$ cat src/rtl/alu.sv
// alu: EX-stage integer ALU with a registered result and Zero flag (one-cycle latency).
// Defining ALU_OVERFLOW_EN adds a registered signed-overflow output for ADD/SUB.
module alu #(
    parameter int WIDTH = 16
) (
    input  logic             clk,
    input  logic             rst,
    input  logic [2:0]       ALU_control,
    input  logic [WIDTH-1:0] ALU_input_1,
    input  logic [WIDTH-1:0] ALU_input_2,
    input  logic [3:0]       func,
    output logic [WIDTH-1:0] ALU_Result,
`ifdef ALU_OVERFLOW_EN
    output logic             Overflow,
`endif
    output logic             Zero
);

    localparam logic [2:0] CTRL_RTYPE = 3'b000;
    localparam logic [2:0] CTRL_ADD   = 3'b001;
    localparam logic [2:0] CTRL_SUB   = 3'b010;
    localparam logic [2:0] CTRL_AND   = 3'b011;
    localparam logic [2:0] CTRL_OR    = 3'b100;
    localparam logic [2:0] CTRL_SLT   = 3'b101;
    localparam logic [2:0] CTRL_LUI   = 3'b110;
    localparam logic [2:0] CTRL_PASSB = 3'b111;

    localparam logic [3:0] FN_ADD  = 4'b0000;
    localparam logic [3:0] FN_SUB  = 4'b0001;
    localparam logic [3:0] FN_AND  = 4'b0010;
    localparam logic [3:0] FN_OR   = 4'b0011;
    localparam logic [3:0] FN_XOR  = 4'b0100;
    localparam logic [3:0] FN_NOR  = 4'b0101;
    localparam logic [3:0] FN_SLT  = 4'b0110;
    localparam logic [3:0] FN_SLTU = 4'b0111;
    localparam logic [3:0] FN_SLL  = 4'b1000;
    localparam logic [3:0] FN_SRL  = 4'b1001;
    localparam logic [3:0] FN_SRA  = 4'b1010;
    localparam logic [3:0] FN_ROL  = 4'b1011;

    localparam logic [WIDTH-1:0] ZERO_WORD = {WIDTH{1'b0}};

    function automatic logic [WIDTH-1:0] flag_ext(input logic flag_v);
        return {{(WIDTH-1){1'b0}}, flag_v};
    endfunction

    logic [3:0]         shamt_s;
    logic [WIDTH-1:0]   sum_s;
    logic [WIDTH-1:0]   diff_s;
    logic [2*WIDTH-1:0] rol_wide_s;
    logic [WIDTH-1:0]   rol_s;
    logic               slt_s;
    logic               sltu_s;
    logic [WIDTH-1:0]   result_s;

    // Shared arithmetic terms; rotate is the upper half of a doubled operand shifted left.
    always_comb begin
        shamt_s    = ALU_input_2[3:0];
        sum_s      = ALU_input_1 + ALU_input_2;
        diff_s     = ALU_input_1 - ALU_input_2;
        rol_wide_s = {ALU_input_1, ALU_input_1} << shamt_s;
        rol_s      = rol_wide_s[2*WIDTH-1:WIDTH];
        slt_s      = ($signed(ALU_input_1) < $signed(ALU_input_2));
        sltu_s     = (ALU_input_1 < ALU_input_2);
    end

    // Operation decode: ALU_control picks the class, func refines R-type.
    always_comb begin
        result_s = ZERO_WORD;
        case (ALU_control)
            CTRL_RTYPE: begin
                case (func)
                    FN_ADD:  result_s = sum_s;
                    FN_SUB:  result_s = diff_s;
                    FN_AND:  result_s = ALU_input_1 & ALU_input_2;
                    FN_OR:   result_s = ALU_input_1 | ALU_input_2;
                    FN_XOR:  result_s = ALU_input_1 ^ ALU_input_2;
                    FN_NOR:  result_s = ~(ALU_input_1 | ALU_input_2);
                    FN_SLT:  result_s = flag_ext(slt_s);
                    FN_SLTU: result_s = flag_ext(sltu_s);
                    FN_SLL:  result_s = ALU_input_1 << shamt_s;
                    FN_SRL:  result_s = ALU_input_1 >> shamt_s;
                    FN_SRA:  result_s = $signed(ALU_input_1) >>> shamt_s;
                    FN_ROL:  result_s = rol_s;
                    default: result_s = ZERO_WORD;
                endcase
            end
            CTRL_ADD:   result_s = sum_s;
            CTRL_SUB:   result_s = diff_s;
            CTRL_AND:   result_s = ALU_input_1 & ALU_input_2;
            CTRL_OR:    result_s = ALU_input_1 | ALU_input_2;
            CTRL_SLT:   result_s = flag_ext(slt_s);
            CTRL_LUI:   result_s = ALU_input_2 << 4'd8;
            CTRL_PASSB: result_s = ALU_input_2;
            default:    result_s = ZERO_WORD;
        endcase
    end

    // Result and Zero register; Zero derives from the value being captured, not the old one.
    always_ff @(posedge clk or posedge rst) begin
        if (rst) begin
            ALU_Result <= ZERO_WORD;
            Zero       <= 1'b1;
        end else begin
            ALU_Result <= result_s;
            Zero       <= (result_s == ZERO_WORD);
        end
    end

`ifdef ALU_OVERFLOW_EN
    logic add_op_s;
    logic sub_op_s;
    logic ovf_s;

    // Signed overflow: add of like signs, or sub of unlike signs, flipping A's sign.
    always_comb begin
        add_op_s = (ALU_control == CTRL_ADD) || ((ALU_control == CTRL_RTYPE) && (func == FN_ADD));
        sub_op_s = (ALU_control == CTRL_SUB) || ((ALU_control == CTRL_RTYPE) && (func == FN_SUB));
        if (add_op_s) begin
            ovf_s = (ALU_input_1[WIDTH-1] == ALU_input_2[WIDTH-1]) &&
                    (sum_s[WIDTH-1] != ALU_input_1[WIDTH-1]);
        end else if (sub_op_s) begin
            ovf_s = (ALU_input_1[WIDTH-1] != ALU_input_2[WIDTH-1]) &&
                    (diff_s[WIDTH-1] != ALU_input_1[WIDTH-1]);
        end else begin
            ovf_s = 1'b0;
        end
    end

    // Overflow register, captured alongside the result.
    always_ff @(posedge clk or posedge rst) begin
        if (rst) begin
            Overflow <= 1'b0;
        end else begin
            Overflow <= ovf_s;
        end
    end
`endif

endmodule

$ cat config.mk
export PLATFORM = sky130hd
export DESIGN_NAME = alu
export DESIGN_NICKNAME = d
export VERILOG_FILES = /design/src/rtl/alu.sv
export SDC_FILE = /design/constraint.sdc
export NUM_CORES = 1
export LEC_CHECK = 0
export BUFFER_PORTS_ARGS = -buffer_cell sky130_fd_sc_hd__buf_2
export CORE_ASPECT_RATIO = 1.4
export CORE_UTILIZATION = 50
export CTS_BUF_LIST = sky130_fd_sc_hd__clkbuf_16
export DETAILED_ROUTE_END_ITERATION = 8
export PLACE_DENSITY_LB_ADDON = 0.12
export SYNTH_ARGS = -nofsm -noshare
export SYNTH_HDL_FRONTEND = slang
export SYNTH_SLANG_ARGS = --single-unit
$ cat constraint.sdc
create_clock -name clk -period 0.8 [get_ports clk]
set_clock_uncertainty 0.05 [all_clocks]
set_input_delay 0.12 -clock clk [delete_from_list [all_inputs] [get_ports clk]]
set_output_delay 0.12 -clock clk [all_outputs]
set_load 0.02 [all_outputs]
==> results of run 1 <==
through the flow:
step | std cells | hold WS [ns]
floorplan | 872 | -0.004660
global placement | 1359 | 0.07662
detailed placement | 1359 | 0.08737
CTS | 1391 | 0.2503
global route | 1396 | 0.2621
finish | 1396 | 0.2585
Yosys cell counts (6+ instances only):
cell       n
a211oi_1  17
a21o_1    11
a21oi_1   43
a221o_1   10
a221oi_1   9
a222oi_1   6
a22oi_1   11
a31oi_1    8
and2_1     9
buf_2     16
buf_4     14
clkbuf_1  48
dfrtp_1   16
ha_1      51
inv_1     47
mux2_2     7
mux2i_1   36
mux4_2    30
nand2_1   86
nand2b_1  11
nand3_1   23
nor2_1    64
nor2b_1   13
nor3_1    20
nor4_1     7
o211ai_1  15
o21a_1     7
o21ai_0   67
o221ai_1   8
o22ai_1   12
o31ai_1    6
or3_1      7
xnor2_1   11
cell usage in the layout (no fill, tap or decap), types with 5 or more instances in the layout:
master	instances
a211o_1	5
a211oi_1	9
a211oi_2	7
a21o_1	11
a21oi_1	32
a21oi_2	8
a221o_1	10
a222oi_1	6
a22oi_1	11
and2_1	8
buf_12	15
buf_2	27
buf_4	355
buf_6	48
dfrtp_1	16
ha_1	38
ha_2	5
ha_4	8
inv_1	41
mux2_2	5
mux2i_1	32
mux4_2	30
nand2_1	84
nand2b_1	11
nand3_1	21
nand4_1	5
nand4b_1	5
nor2_1	59
nor2b_1	13
nor3_1	15
o211ai_1	15
o21a_1	6
o21ai_0	54
o21ai_1	10
o221ai_1	7
o22ai_1	11
or3_1	6
xnor2_1	10
per-layer routing:
metal  track usage (%)  vias to the layer above  share of wire (%)
met5                 0                        -                  0
met4             59.45                        0                 13
met3             16.79                      426                 11
met2             90.61                      951                 45
met1             54.89                     4634                 31
li1                  -                     4076                  -
critical path: stages:
cell and delay [ns]:
buf_12 0.09, buf_6 0.09, inv_4 0.03, ha_4 0.15
fa_2 0.40, o21ba_4 0.23, nand4bb_4 0.25, a311oi_4 0.37
o21ai_2 0.14, and2_1 0.22, a211o_1 0.28, a211o_1 0.30
nand4b_1 0.21, nor4b_2 0.25
kinds of logic (layout without fill, tap and decap cells):
group	count (synthesis)	after routing	synth area share, %
multiplexers	76	76	18.10
adder cells (fa/ha/maj)	53	53	10.38
flip-flops	17	17	6.530
XOR/XNOR	15	15	2.011
AND/OR/NAND/NOR	281	281	21.52
AO/OA/AOI/OAI	297	297	32.42
buffers and inverters	133	504	9.039
repair_timing:
action,in CTS,in global routing
endpoints found under the setup margin,34,34
cloned,2,0
hold buffers,1,0
hold endpoints to repair,16,0
pin swaps,71,31
setup buffers,28,6
gates resized for setup,213,29
sequential cells by signal, indices dropped and copies added (netlist names):
register	cells
ALU_Result	16
Zero	1
power groups by stage:
stage | registers (mW) | clock network [mW] | logic (mW)
3_5_place_dp | 1.03 | 0 | 6.44
4_1_cts | 1.05 | 0.972 | 7.40
2_1_floorplan | 1.21 | 0 | 3.21
5_1_grt | 1.07 | 1.03 | 8.30
6_report | 1.07 | 1.00 | 8.03
3_3_place_gp | 1.03 | 0 | 6.32
area by class of cell:
class | instances | share of cell area (%)
inverter | 50 | 1.966
multi-input combinational | 722 | 57.53
clock buffer | 3 | 0.6858
sequential | 17 | 3.898
clock inverter | 1 | 0.04572
tap | 153 | 1.749
timing repair buffer | 450 | 34.13
path summary, 6_finish.rpt:
path | start | to | slack [ns] | depth (start not counted)
worst max-delay path | ALU_input_1[0] | Zero$_DFF_PP1_ | -2.25 | 14
max in group asynchronous | rst | Zero$_DFF_PP1_ | 0.07 | 4
worst min-delay path | ALU_control[2] | ALU_Result[1]$_DFF_PP0_ | 0.26 | 3
min in group asynchronous | rst | ALU_Result[6]$_DFF_PP0_ | 0.38 | 4
==> impl_metrics.ini, run 1 <==
[layout]
final_cell_area_um2 = 10950
drive_above_1_share_pct = 50.20
area_growth_syn_to_layout_pct = 67.54
regArea_um2 = 426.7
nets = 1338
num_antenna_cells = 0
fillerInstances = 750
multiInputGateArea_um2 = 6297
post-route-util_pct = 85.43

[power_and_ir_drop]
pwr-share-clk_pct = 9.9
power_frac_seq_pct = 10.6
max-vdd-ir-drop_v = 0.0009968
p_switching_mw = 4.581
internal_power_mw = 5.519
p_sw_share_pct = 45.35
p_leak_nw = 4.949
comb_power_share_pct = 79.5
finalPower_mw = 10.10
powerDensity_nw_per_um2 = 922.6

[floorplanning]
fp.dieW_um = 98.61
ios = 58
initial_utilization_pct = 50.99
coreArea_um2 = 12810
fp.dieH_um = 137.3
row_count = 49
die_area_um2 = 13530

[critical_path]
critPathRequiredTime_ns = 0.90
arrival_ns = 3.15
start_kind = primary input
crit_type = in -> reg
end_kind = register
path_max_fanout = 3

[synthesis]
syn_area_um2 = 6534
ys_types = 90
synthCells = 872
ys.flop_type = dfrtp_1
synth_top_cell_by_area = mux4_2
syn_avg_cell_area_um2 = 7.493
ys_warn_count = 0
syn-num-nets = 966
synth_area_leaders = mux4_2 (10%), ha_1 (9.8%), dfrtp_1 (6.1%), mux2i_1 (5.5%), o21ai_0 (5.1%)
yosysTopAreaCellShare_pct = 10.34
synth_edf_count = 0
synthArstFlopShare_pct = 100.0
yosysSeqAreaShare_pct = 6.530
synth-seq-cells = 17

[route]
wl_um = 38100
wl_per_cell_um = 27.29
vias = 10087
dr.pass1.iters = 6
viasPerCell = 7.226
drt_iter0_drc = 1470
drc_errors = 0
ant_nets = 0

[global_route]
grt_overflow = 0
grt_antenna_before_repair = 0
grt_pass1_vias = 10246
grt_max_degree = 25
grt_pass1_wl_um = 56570
track_usage_pct = 55.70

[clock_network]
numClockSinks = 17
clk_path_buf_depth = 2
root_buffer = clkbuf_16
htree_num_levels = 1
numCtsBuffers = 3
cts_tree = built
clkSlewWorstSetupHoldPaths_ns = 0.05

[sta]
fin_setup_tns_ns = -29.51
tightest_slew_ns = 0.9982
maxSlewViolCount = 0
hold_viol_final = 0
period_share_pct = 381.1
maxSlewHeadroom_pct = 33.29
finalWorstSetupSlack_ns = -2.249
post-route-min-period_ns = 3.049
rsz0062_at_grt = true
final-setup-viol-count = 34
fmaxAchievable_mhz = 328.0

[hold_path]
worstHoldPathType = in -> reg

[placement]
io_buffers = 57
place_congestion = 1.086
dp_hpwl_um = 27540
place_ws_ns = -2.582
place_area_um2 = 9569

[outcome]
violations = negative setup slack
status = finished, violations left

[job]
drv_cap = 0
Power figures use the tool's default switching activity.
==> run 2, diff against run 1 <==
--- a/config.mk
+++ b/config.mk
@@ -7,4 +7,5 @@
 export LEC_CHECK = 0
 export BUFFER_PORTS_ARGS = -buffer_cell sky130_fd_sc_hd__buf_2
+export CAP_MARGIN = 25
 export CORE_ASPECT_RATIO = 1.4
 export CORE_UTILIZATION = 50
@@ -12,4 +13,5 @@
 export DETAILED_ROUTE_END_ITERATION = 8
 export PLACE_DENSITY_LB_ADDON = 0.12
+export SETUP_SLACK_MARGIN = 0.2
 export SYNTH_ARGS = -nofsm -noshare
 export SYNTH_HDL_FRONTEND = slang
==> constraint.sdc (replaced) <==
create_clock -name clk -period 0.8 [get_ports clk]
set_clock_uncertainty 0.05 [all_clocks]
set_input_delay 0.16 -clock clk [delete_from_list [all_inputs] [get_ports clk]]
set_output_delay 0.16 -clock clk [all_outputs]
set_load 0.02 [all_outputs]
==> impl_metrics.ini, run 2 (synthesis gave the netlist of run 1 again) <==
[job]
drv_cap = 0

[layout]
multiInputGateArea_um2 = 6287
post-route-util_pct = 86.04
area_growth_syn_to_layout_pct = 68.73
fillerInstances = 692
reg_top3 = ALU_Result: 16 flops, Zero: 1 flops
drive_above_1_share_pct = 50.80
num_antenna_cells = 0
layout_commonest_cell = buf_4
largest_register_ffs = 16
final_cell_mix = buf_4 (368), nand2_1 (84), nor2_1 (61), o21ai_0 (52), buf_6 (45)
final_cell_area_um2 = 11020
regArea_um2 = 426.7
nets = 1349
top_register = ALU_Result

[power_and_ir_drop]
comb_power_share_pct = 79.8
pwr-share-clk_pct = 9.7
internal_power_mw = 5.573
power_frac_seq_pct = 10.5
powerDensity_nw_per_um2 = 919.9
max-vdd-ir-drop_v = 0.0009552
p_leak_nw = 5.001
p_switching_mw = 4.568
p_sw_share_pct = 45.05

[floorplanning]
ios = 58
row_count = 49
die_area_um2 = 13530
coreArea_um2 = 12810
initial_utilization_pct = 50.99
fp.dieH_um = 137.3
fp.dieW_um = 98.61

[global_route]
track_usage_pct = 53.15
grt_pass1_wl_um = 54470
grt_antenna_before_repair = 1
grt_max_degree = 25
grt_overflow = 0
grt_pass1_vias = 9828

[critical_path]
critPathRequiredTime_ns = 0.91
start_kind = primary input
path_max_fanout = 3
arrival_ns = 3.17
end_kind = register
crit_type = in -> reg

[sta]
hold_slack_ns = -0.1251
period_share_pct = 383.4
rsz0062_at_grt = true
hold_viol_final = 16
fin_setup_tns_ns = -30.55
maxSlewHeadroom_pct = 24.70
final-setup-viol-count = 34
tightest_slew_ns = 1.101
maxSlewViolCount = 0
post-route-min-period_ns = 3.067
fmaxAchievable_mhz = 326.0
finalWorstSetupSlack_ns = -2.267

[route]
wl_per_cell_um = 27.30
viasPerCell = 7.225
wl_um = 38410
ant_nets = 0
drc_errors = 0
dr.pass1.iters = 8
vias = 10165
drt_iter0_drc = 1546

[clock_network]
htree_num_levels = 1
root_buffer = clkbuf_16
cts_tree = built
numCtsBuffers = 3
numClockSinks = 17
clk_path_buf_depth = 2
clkSlewWorstSetupHoldPaths_ns = 0.05

[outcome]
violations = negative hold slack, negative setup slack
status = finished, violations left

[placement]
dp_hpwl_um = 27600
io_buffers = 57
place_ws_ns = -2.649
place_congestion = 1.082
place_area_um2 = 9567

[hold_path]
worstHoldPathType = in -> async
run 2: area by class of cell:
| type | instances | share of cell area (%) |
|---|---|---|
| clock buffers | 3 | 0.6810 |
| repair buffers | 461 | 34.70 |
| flip-flops and latches | 17 | 3.870 |
| clock inverters | 1 | 0.03405 |
| inverters | 50 | 1.952 |
| multi-input cells | 722 | 57.03 |
| well taps | 153 | 1.736 |
run 2: worst max-delay path, stage by stage:
cell,delay (ns)
buf_12,0.11
buf_12,0.12
ha_4,0.16
fa_2,0.38
a21o_1,0.24
a221oi_4,0.29
buf_4,0.18
buf_6,0.09
o31ai_4,0.08
a31oi_4,0.21
xnor2_1,0.09
o311a_1,0.29
a211o_1,0.27
nand4b_1,0.23
nor4b_2,0.26
run 2: power by group through the flow:
stage	Clock (mW)	Sequential, mW	Combinational (mW)
floorplan	0	1.21	3.21
global placement	0	1.03	6.29
detailed placement	0	1.03	6.43
CTS	0.979	1.05	7.27
global route	1.02	1.07	8.34
finish	0.988	1.06	8.09
run 2: final timing paths:
kind	end	startpoint	cells past startpoint	slack, ns
min in group clk	ALU_Result[1]$_DFF_PP0_	ALU_control[2]	3	0.33
min	ALU_Result[1]$_DFF_PP0_	rst	3	-0.13
max	Zero$_DFF_PP1_	ALU_input_1[0]	15	-2.27
max in group asynchronous	Zero$_DFF_PP1_	rst	3	0.61
run 2: metrics by stage:
step | total power [mW] | instances
6_report | 10.14 | 1407
5_1_grt | 10.42 | 1407
4_1_cts | 9.305 | 1388
3_5_place_dp | 7.461 | 1357
3_3_place_gp | 7.325 | 1357
2_1_floorplan | 4.417 | 872
run 2: metal layers:
metal	wire [um]	up-vias	track usage [%]	share of wire, %
met2	16810	1000	87.72	44
met1	11760	4633	55.05	31
met3	4724	434	11.67	12
met4	5112	0	54.15	13
met5	0	-	0	0
li1	-	4098	-	-
run 2: what timing repair did:
| action | CTS | global route |
|---|---|---|
| pin swaps | 60 | 34 |
| endpoints found under the hold margin | 16 | 16 |
| gates resized for setup | 192 | 56 |
| buffers inserted | 26 | 19 |
| gates cloned | 1 | 0 |
| endpoints found under the setup margin | 34 | 34 |
